**config.mk**
```make
export PLATFORM = sky130hd
export DESIGN_NAME = pzc_peak_reader_flat
export DESIGN_NICKNAME = d
export VERILOG_FILES = /design/src/rtl/pzc_reader_pkg.sv /design/src/rtl/pzc_peak_reader_if.sv /design/src/rtl/sync_fifo.sv /design/src/rtl/pzc_peak_reader.sv /design/src/flat_wrapper.sv
export SDC_FILE = /design/constraint.sdc
export NUM_CORES = 1
export LEC_CHECK = 0
export CORE_ASPECT_RATIO = 1.2
export CORE_MARGIN = 5
export CORE_UTILIZATION = 50
export CTS_BUF_LIST = sky130_fd_sc_hd__clkbuf_16
export CTS_CLUSTER_SIZE = 14
export DETAILED_ROUTE_END_ITERATION = 7
export PLACE_DENSITY = 0.79
export SYNTH_ARGS = -nofsm -noshare
export SYNTH_HDL_FRONTEND = slang
export SYNTH_HIERARCHICAL = 1
export SYNTH_SLANG_ARGS = --single-unit
```
**constraint.sdc**
```tcl
create_clock -name clk -period 10.55 [get_ports clk]
set_input_delay 2.11 -clock clk [delete_from_list [all_inputs] [get_ports clk]]
set_output_delay 2.11 -clock clk [all_outputs]
set_load 0.05 [all_outputs]
```
**src/rtl/pzc_reader_pkg.sv**
```systemverilog
// Shared record layout and control types for the PZC peak reader.
// Records are packed MSB-first as {bcid, energy, sat}.
package pzc_reader_pkg;

  localparam int unsigned BCID_W     = 12;
  localparam int unsigned SAT_W      = 1;
  localparam int unsigned SAT_LSB    = 0;
  localparam int unsigned ENERGY_LSB = SAT_LSB + SAT_W;

  function automatic int unsigned bcid_lsb(input int unsigned eng_w);
    return ENERGY_LSB + eng_w;
  endfunction

  function automatic int unsigned rec_w(input int unsigned eng_w);
    return BCID_W + eng_w + SAT_W;
  endfunction

  typedef enum logic {
    RUN_HOLD,
    RUN_ACTIVE
  } run_state_e;

endpackage

```
**src/rtl/pzc_peak_reader_if.sv**
```systemverilog
// Valid/ready record stream leaving the peak reader.
interface pzc_peak_reader_if #(
  parameter int unsigned WIDTH = 26
);
  logic [WIDTH-1:0] out_data;
  logic             out_valid;
  logic             out_ready;

  modport master (output out_data, output out_valid, input out_ready);
  modport slave  (input out_data, input out_valid, output out_ready);
endinterface

```
**src/rtl/sync_fifo.sv**
```systemverilog
// Single-clock first-word-fall-through FIFO; read data is zero while empty.
module sync_fifo #(
  parameter int unsigned WIDTH = 26,
  parameter int unsigned DEPTH = 16
) (
  input  logic             clk,
  input  logic             rst_n,
  input  logic             push,
  input  logic [WIDTH-1:0] push_data,
  input  logic             pop,
  output logic [WIDTH-1:0] pop_data,
  output logic             full,
  output logic             empty
);
  localparam int unsigned AW = $clog2(DEPTH);

  logic [WIDTH-1:0] mem [DEPTH];
  logic [AW:0]      wr_ptr;
  logic [AW:0]      rd_ptr;
  logic             do_push;
  logic             do_pop;

  // A pop frees a slot in the same cycle, so a push into a full FIFO still lands.
  assign do_pop  = pop && !empty;
  assign do_push = push && (!full || do_pop);

  assign empty    = (wr_ptr == rd_ptr);
  assign full     = (wr_ptr[AW] != rd_ptr[AW]) && (wr_ptr[AW-1:0] == rd_ptr[AW-1:0]);
  assign pop_data = empty ? '0 : mem[rd_ptr[AW-1:0]];

  always_ff @(posedge clk or negedge rst_n) begin
    if (!rst_n) begin
      wr_ptr <= '0;
      rd_ptr <= '0;
    end else begin
      if (do_push) wr_ptr <= wr_ptr + 1'b1;
      if (do_pop)  rd_ptr <= rd_ptr + 1'b1;
    end
  end

  always_ff @(posedge clk) begin
    if (do_push) mem[wr_ptr[AW-1:0]] <= push_data;
  end

endmodule

```
**src/rtl/pzc_peak_reader.sv**
```systemverilog
// Finds local maxima in the PZC sample stream, converts them to clamped
// energies tagged with their bunch id, and queues the records for readout.
module pzc_peak_reader
  import pzc_reader_pkg::*;
#(
  parameter int unsigned                NBITS_IN     = 46,
  parameter int unsigned                ENG_OUT_BITS = 13,
  parameter int unsigned                BUNCH_POS    = 3564,
  parameter int unsigned                G_SHIFT      = 26,
  parameter logic signed [NBITS_IN-1:0] THRESH       = NBITS_IN'(2**26),
  parameter int unsigned                FIFO_DEPTH   = 16,
  parameter bit                         MASK_EN      = 1'b1
) (
  input  logic                       clk,
  input  logic                       rst,
  input  logic signed [NBITS_IN-1:0] in,
  input  logic                       bt_mask_in,
  input  logic                       orbit_sync,
  pzc_peak_reader_if.master          out_if,
  output logic [15:0]                overflow_cnt
);
  localparam int unsigned REC_W     = rec_w(ENG_OUT_BITS);
  localparam int unsigned BCID_LSB  = bcid_lsb(ENG_OUT_BITS);
  localparam logic [BCID_W-1:0] BCID_LAST = BCID_W'(BUNCH_POS - 1);
  localparam logic signed [NBITS_IN-1:0] ENG_MAX = NBITS_IN'(2**ENG_OUT_BITS - 1);

  run_state_e state_q, state_d;
  logic       run;

  logic signed [NBITS_IN-1:0] s0, s1, s2;
  logic                       mask0, mask1;
  logic [2:0]                 vld;
  logic [BCID_W-1:0]          bcid0, bcid1;
  logic [BCID_W-1:0]          bcid_q, bcid_cap, bcid_nxt;

  logic signed [NBITS_IN-1:0] shifted;
  logic [ENG_OUT_BITS-1:0]    energy;
  logic                       sat;
  logic                       peak;
  logic [REC_W-1:0]           rec;
  logic                       fifo_full, fifo_empty, pop, drop;

  // Deassertion is taken through one register so capture starts on the second edge.
  always_ff @(posedge clk or negedge rst) begin
    if (!rst) state_q <= RUN_HOLD;
    else      state_q <= state_d;
  end

  always_comb begin
    state_d = state_q;
    run     = 1'b0;
    case (state_q)
      RUN_HOLD:   state_d = RUN_ACTIVE;
      RUN_ACTIVE: run     = 1'b1;
      default:    state_d = RUN_HOLD;
    endcase
  end

  always_comb begin
    bcid_cap = orbit_sync ? '0 : bcid_q;
    bcid_nxt = (bcid_cap == BCID_LAST) ? '0 : bcid_cap + 1'b1;
  end

  // vld tracks how many post-reset samples fill the window.
  always_ff @(posedge clk or negedge rst) begin
    if (!rst) begin
      s0     <= '0;
      s1     <= '0;
      s2     <= '0;
      mask0  <= 1'b0;
      mask1  <= 1'b0;
      vld    <= '0;
      bcid0  <= '0;
      bcid1  <= '0;
      bcid_q <= '0;
    end else if (run) begin
      s2     <= s1;
      s1     <= s0;
      s0     <= in;
      mask1  <= mask0;
      mask0  <= bt_mask_in;
      vld    <= {vld[1:0], 1'b1};
      bcid1  <= bcid0;
      bcid0  <= bcid_cap;
      bcid_q <= bcid_nxt;
    end
  end

  // >= toward the older sample and > toward the newer one puts a plateau's peak on its last sample.
  always_comb begin
    peak = (&vld) && (s1 > THRESH) && (s1 >= s2) && (s1 > s0) && (!MASK_EN || mask1);
  end

  always_comb begin
    shifted = s1 >>> G_SHIFT;
    energy  = '0;
    sat     = 1'b0;
    if (shifted[NBITS_IN-1]) begin
      energy = '0;
    end else if (shifted > ENG_MAX) begin
      energy = '1;
      sat    = 1'b1;
    end else begin
      energy = shifted[ENG_OUT_BITS-1:0];
    end
  end

  always_comb begin
    rec                            = '0;
    rec[SAT_LSB]                   = sat;
    rec[ENERGY_LSB +: ENG_OUT_BITS] = energy;
    rec[BCID_LSB +: BCID_W]        = bcid1;
  end

  assign out_if.out_valid = !fifo_empty;
  assign pop              = out_if.out_valid && out_if.out_ready;
  assign drop             = peak && fifo_full && !pop;

  sync_fifo #(
    .WIDTH (REC_W),
    .DEPTH (FIFO_DEPTH)
  ) u_fifo (
    .clk       (clk),
    .rst_n     (rst),
    .push      (peak),
    .push_data (rec),
    .pop       (pop),
    .pop_data  (out_if.out_data),
    .full      (fifo_full),
    .empty     (fifo_empty)
  );

  always_ff @(posedge clk or negedge rst) begin
    if (!rst)                            overflow_cnt <= '0;
    else if (drop && overflow_cnt != '1) overflow_cnt <= overflow_cnt + 1'b1;
  end

endmodule

```
**src/flat_wrapper.sv**
```systemverilog
// flat-port wrapper written by rule: the top's interface ports become plain ports
module pzc_peak_reader_flat import pzc_reader_pkg::*;
#(
  parameter int unsigned                NBITS_IN     = 46,
  parameter int unsigned                ENG_OUT_BITS = 13,
  parameter int unsigned                BUNCH_POS    = 3564,
  parameter int unsigned                G_SHIFT      = 26,
  parameter logic signed [NBITS_IN-1:0] THRESH       = NBITS_IN'(2**26),
  parameter int unsigned                FIFO_DEPTH   = 16,
  parameter bit                         MASK_EN      = 1'b1
)
  (clk, rst, in, bt_mask_in, orbit_sync, overflow_cnt, out_if_out_data, out_if_out_valid, out_if_out_ready);
  pzc_peak_reader_if #(.WIDTH((rec_w((13))))) out_if_i ();
  input  logic clk;
  input  logic rst;
  input  logic signed [NBITS_IN-1:0] in;
  input  logic bt_mask_in;
  input  logic orbit_sync;
  output logic [15:0] overflow_cnt;
  output wire logic [$bits(out_if_i.out_data)-1:0] out_if_out_data;
  output wire logic [$bits(out_if_i.out_valid)-1:0] out_if_out_valid;
  input wire logic [$bits(out_if_i.out_ready)-1:0] out_if_out_ready;
  assign out_if_out_data = out_if_i.out_data;
  assign out_if_out_valid = out_if_i.out_valid;
  assign out_if_i.out_ready = out_if_out_ready;
  pzc_peak_reader #(.NBITS_IN(NBITS_IN), .ENG_OUT_BITS(ENG_OUT_BITS), .BUNCH_POS(BUNCH_POS), .G_SHIFT(G_SHIFT), .THRESH(THRESH), .FIFO_DEPTH(FIFO_DEPTH), .MASK_EN(MASK_EN)) u_core (.clk(clk), .rst(rst), .in(in), .bt_mask_in(bt_mask_in), .orbit_sync(orbit_sync), .out_if(out_if_i), .overflow_cnt(overflow_cnt));
endmodule
```
# After elaboration in Yosys (flattened, before gate mapping)
# Memories as Yosys holds them, arrays and structs flattened.
# Cells that the tools add are included.
dict set report word_totals {
  wordCells 53
  ramBits 416
  mem_count 1
  regBits 206
}
dict set report classes {
  eq_ne 5
  n_mux 10
  reduce_logical 16
  n_addsub 4
  magnitude_cmp 4
}
# memory words width rd rd_clocked_by_memory_dff wr line_no
set memory_table {}
lappend memory_table {u_core.u_fifo.mem 16 26 1 0 1 sync_fifo.sv:17} ;# logic [WIDTH-1:0] mem [DEPTH];
# cell count
set op_table {}
lappend op_table {{$ge 46x46->1} 1}
lappend op_table {{$gt 46x28->1 const B} 1}
lappend op_table {{$gt 46x46->1} 1}
lappend op_table {{$mux 13} 2}
lappend op_table {{$mux 26} 1}
lappend op_table {{$mux 12} 2}
lappend op_table {{$gt 20x14->1 const B} 1}
lappend op_table {{$add 16x1->16 const B} 1}
lappend op_table {{$ne 16x16->1 const B} 1}
lappend op_table {{$add 12x1->12 const B} 1}
lappend op_table {{$eq 12x12->1 const B} 1}
lappend op_table {{$logic_and 1x1->1} 11}
lappend op_table {{$add 5x1->5 const B} 2}
lappend op_table {{$eq 5x5->1} 1}
lappend op_table {{$mux 1} 5}
lappend op_table {{$eq 4x4->1} 1}
lappend op_table {{$logic_not 1->1} 3}
lappend op_table {{$reduce_and 3->1} 1}
lappend op_table {{$logic_or 1x1->1} 1}
lappend op_table {{$ne 1x1->1} 1}

# Longest topological paths before layout
dict set report depth {
  depth_word 8
  mapped_depth 13
  depth_no_buf 12
}

# Modules after synthesis
# Netlist, hierarchy kept.
# module area_each_um2 n_inst cells_each
set by_module_without_submodules {}
lappend by_module_without_submodules {sync_fifo 16383.2 1 712}
lappend by_module_without_submodules {pzc_peak_reader 10132.2 1 1028}

# Worst setup path after synthesis
# Ideal clock, no wire load.
dict set report synth_path {
  path_kind {in2reg}
  startpoint {input out_if_out_ready}
  endpoint {memory u_core.u_fifo.mem[11][0] (enable)}
  setup_time_ns 0.447
  arrival_ns 4.636
  setup_slack_ns 5.467
  stages 3
  path_cell_list {nor2b_1 > o311ai_4 > nor3b_1}
}
dict set report synth_between {
  elab_chain_len 6
}
# element line_no
set synth_rtl {}
lappend synth_rtl {{start, declared} flat_wrapper.sv:22} ;# input wire logic [$bits(out_if_i.out_ready)-1:0] out_if_out_ready;
lappend synth_rtl {{$logic_and 1x1->1} pzc_peak_reader.sv:116} ;# assign pop = out_if.out_valid && out_if.out_ready;
lappend synth_rtl {{$logic_and 1x1->1} sync_fifo.sv:24} ;# assign do_pop = pop && !empty;
lappend synth_rtl {{$logic_or 1x1->1} sync_fifo.sv:25} ;# assign do_push = push && (!full || do_pop);
lappend synth_rtl {{$logic_and 1x1->1} sync_fifo.sv:25}
lappend synth_rtl {{$mux 1} sync_fifo.sv:42} ;# if (do_push) mem[wr_ptr[AW-1:0]] <= push_data;
lappend synth_rtl {{$mux 1 (implied by the code)} sync_fifo.sv:42}
lappend synth_rtl {{end, declared} sync_fifo.sv:17}
# No other way between the ends.

# Final worst setup path
dict set report layout_path {
  startpoint {register u_core.u_fifo.rd_ptr[0]}
  endpoint {output out_if_out_data[1]}
}
dict set report layout_between {
  elab_chain_len 2
}
# element line_no
set layout_rtl {}
lappend layout_rtl {{start, declared} sync_fifo.sv:19} ;# logic [AW:0] rd_ptr;
lappend layout_rtl {{start signal, assigned} sync_fifo.sv:37} ;# if (do_pop) rd_ptr <= rd_ptr + 1'b1;
lappend layout_rtl {{$mem_v2 16x26 or $eq 5x5->1 (tied branches)} n/a}
lappend layout_rtl {{$mux 26 *} sync_fifo.sv:29} ;# assign pop_data = empty ? '0 : mem[rd_ptr[AW-1:0]];
lappend layout_rtl {{end, declared} flat_wrapper.sv:20} ;# output wire logic [$bits(out_if_i.out_data)-1:0] out_if_out_data;
# Every way passes the cells marked *; elsewhere a longest branch is shown, timed or not.

==> results.json <==
{
  "outcome": "finished, final reports clean",
  "fillerInstances": 4002,
  "track_usage": 0.206,
  "boundaryPins": 94,
  "cpMostUsedCell": "buf_4",
  "dpl-instance-area_mm2": 0.0282,
  "io_buffer_count": 93,
  "worstPathMaxFanout": 38,
  "cp-end-kind": "primary output",
  "slew_violations": 0,
  "grt_pass1_vias": 15965,
  "first_pass_iters": 5,
  "place_inst": 2483,
  "hold_buffers": 0,
  "hp-class": "reg -> reg",
  "fin_ws_ps": 3660,
  "fp.dieW_um": 220,
  "finalSetupTns_ps": 0,
  "cap_violations": 0,
  "die_y_um": 262,
  "yosysSeqAreaShare": 0.666,
  "timing.rr.start": "u_core/s1[45]",
  "slew-limit-headroom": 0.215,
  "swShare": 0.327,
  "rr_worst_depth": 11,
  "syn-mean-instance-area_um2": 15.2,
  "yosysUniqueCellTypes": 67,
  "critPathTopFamily": "buffers and inverters",
  "crit_start": "u_core/u_fifo/rd_ptr[0]",
  "viasPerCell": 5.87,
  "yosys.area.top_type": "edfxtp_1",
  "r2r_end": "u_core/u_fifo/mem[13][18]",
  "netlist_area_mm2": 0.0265,
  "synth-main-ff-cell": "edfxtp_1",
  "hold_path_end": "u_core/u_fifo/rd_ptr[4]",
  "finalNetCount": 1989,
  "min_from": "u_core/u_fifo/rd_ptr[4]",
  "finalHoldViolCount": 0,
  "ctsResizeCount": 0,
  "seqPwrFrac": 0.414,
  "overflow": 0,
  "arrival_ps": 4780,
  "path_cells": "buf_4 -> buf_4 -> mux4_2 -> a22oi_1 -> a21oi_1 -> clkdlybuf4s50_1",
  "skew_ps": 50.0,
  "powerDensity_mw_per_mm2": 239,
  "drtIter0Drc": 1485,
  "synth-seq-cells": 622,
  "start_util": 0.505,
  "htree_num_levels": 2,
  "p_int_mw": 4.85,
  "setup_viol": 0,
  "antenna_found_initial": 1,
  "place_ws_ps": 4210,
  "hold_path_depth": 1,
  "cts_buffer_depth": 3,
  "finalPower_mw": 7.21,
  "min_period_ps": 6890,
  "rows": 92,
  "crit_slowest_cell": "dfrtp_4",
  "yosys.area.top_type_share": 0.471,
  "core_region_area_mm2": 0.0525,
  "p_clk_frac": 0.295,
  "final_core_util": 0.574,
  "wirelength_um": 59200,
  "worstSkewPairLatency_ps": 640,
  "postCtsSetupRepairBufs": 0,
  "grt_max_degree": 262,
  "slowest_delay_ps": 910,
  "grt_pass1_wl_um": 92100,
  "crit_path_start_kind": "flip-flop",
  "syn_inst": 1740,
  "peakVddDrop_mv": 0.212,
  "cts.sinks": 622,
  "grt_setup_unrepaired": "no",
  "dieArea_mm2": 0.0578,
  "path_buf_inv": 3,
  "cts_tree": "yes",
  "route.detailed.drc": 0,
  "hpwl_um": 34000,
  "timing.final.crit_share": 0.653,
  "synth-edff-count": 416,
  "post_layout_nonfiller_instances": 2594,
  "synthTopCellsByArea": "edfxtp_1 47%, dfrtp_1 19%, mux4_2 8.8%",
  "holdWs_ps": 489,
  "worstPathRequired_ps": 8440,
  "yosysWarnings": 6,
  "crit_type": "reg -> out",
  "yosys-top-cells-count": "416 x edfxtp_1, 206 x dfrtp_1, 136 x nand2_1",
  "wl_per_cell_um": 22.8,
  "r2r_slack_ps": 5600,
  "clk_pin_slew_ps": 60,
  "root_buffer": "clkbuf_16",
  "cts_buffers": 59,
  "gp_congestion": 0.809,
  "switchingPower_mw": 2.36,
  "comb_power_share": 0.292,
  "leakage_nw": 11.3,
  "final_area_mm2": 0.0301,
  "max_freq_ghz": 0.145,
  "worstMarginPinSlew_ps": 1180,
  "drive_gt1_frac": 0.169,
  "antenna_left": 0,
  "synth_async_sr_flop_share": 0.331,
  "vias": 15222,
  "syn_to_final_growth_pct": 13.7,
  "synth_most_common_cell": "edfxtp_1",
  "syn-num-nets": 1890
}
cells in the final DEF, fill, tap and decap left out, types with 26 or more instances in the layout:
| master | n |
|---|---|
| a21oi_1 | 63 |
| a22oi_1 | 46 |
| buf_4 | 26 |
| clkbuf_16 | 59 |
| clkdlybuf4s50_1 | 92 |
| dfrtp_1 | 203 |
| edfxtp_1 | 416 |
| ha_1 | 99 |
| inv_1 | 128 |
| mux2_2 | 68 |
| mux4_2 | 104 |
| nand2_1 | 136 |
| nand3_1 | 27 |
| nor2_1 | 53 |
| o21ai_0 | 126 |
state kept, by name, summed over array words and instances (netlist names), 3 cells and up:
name	cells
u_core/u_fifo/rd_ptr	5
u_core/s0	46
u_core/bcid0	12
u_core/bcid_q	12
u_core/s2	46
u_core/s1	46
u_core/u_fifo/wr_ptr	5
u_core/u_fifo/mem	416
u_core/overflow_cnt	16
u_core/vld	3
u_core/bcid1	12
final cells by class:
cell class / count / area, um^2 / area share
Tap cell: 705 / 882 / 0.0293
Antenna cell: 1 / 2.50 / 0.0000830
Sequential cell: 622 / 17700 / 0.586
Multi-Input combinational cell: 921 / 8050 / 0.267
Clock inverter: 51 / 489 / 0.0162
Inverter: 115 / 432 / 0.0143
Clock buffer: 59 / 1480 / 0.0490
Timing Repair Buffer: 120 / 1150 / 0.0381
power by group through the flow:
stage	Sequential, mW	Clock (mW)	Combinational (mW)
CTS	2.98	2.17	2.12
detailed placement	3.03	0	2.10
global route	3.01	2.28	2.25
finish	2.98	2.12	2.10
global placement	3.02	0	2.04
floorplan	2.88	0	1.62
cells by family (layout without fill, tap and decap cells):
family          Yosys count  in the layout  synth area share
flops                   622            622             0.666
simple gates            330            330            0.0596
compound gates          290            290            0.0679
buf+inv                 197            345            0.0319
mux                     174            174             0.118
fa+ha+maj                99             99            0.0467
xor+xnor                 27             27            0.0101
other cells               1              2          0.000141
worst max-delay path by stage:
stage | end | slack [ps] | cells past startpoint
3_5_place_dp | out_if_out_data[1] | 4210 | 6
5_1_grt | out_if_out_data[1] | 3240 | 6
2_1_floorplan | u_core/u_fifo/mem[11][0] | 5470 | 3
3_3_place_gp | out_if_out_data[22] | 4300 | 6
6_report | out_if_out_data[1] | 3660 | 6
4_1_cts | out_if_out_data[1] | 3490 | 6
layer usage:
layer,vias up,global-route usage,wire [um]
li1,6762,-,-
met1,7767,0.266,22400
met2,570,0.356,30900
met3,123,0.0327,3940
met4,0,0.0704,2010
met5,-,0,0
Power figures use the tool's default switching activity.
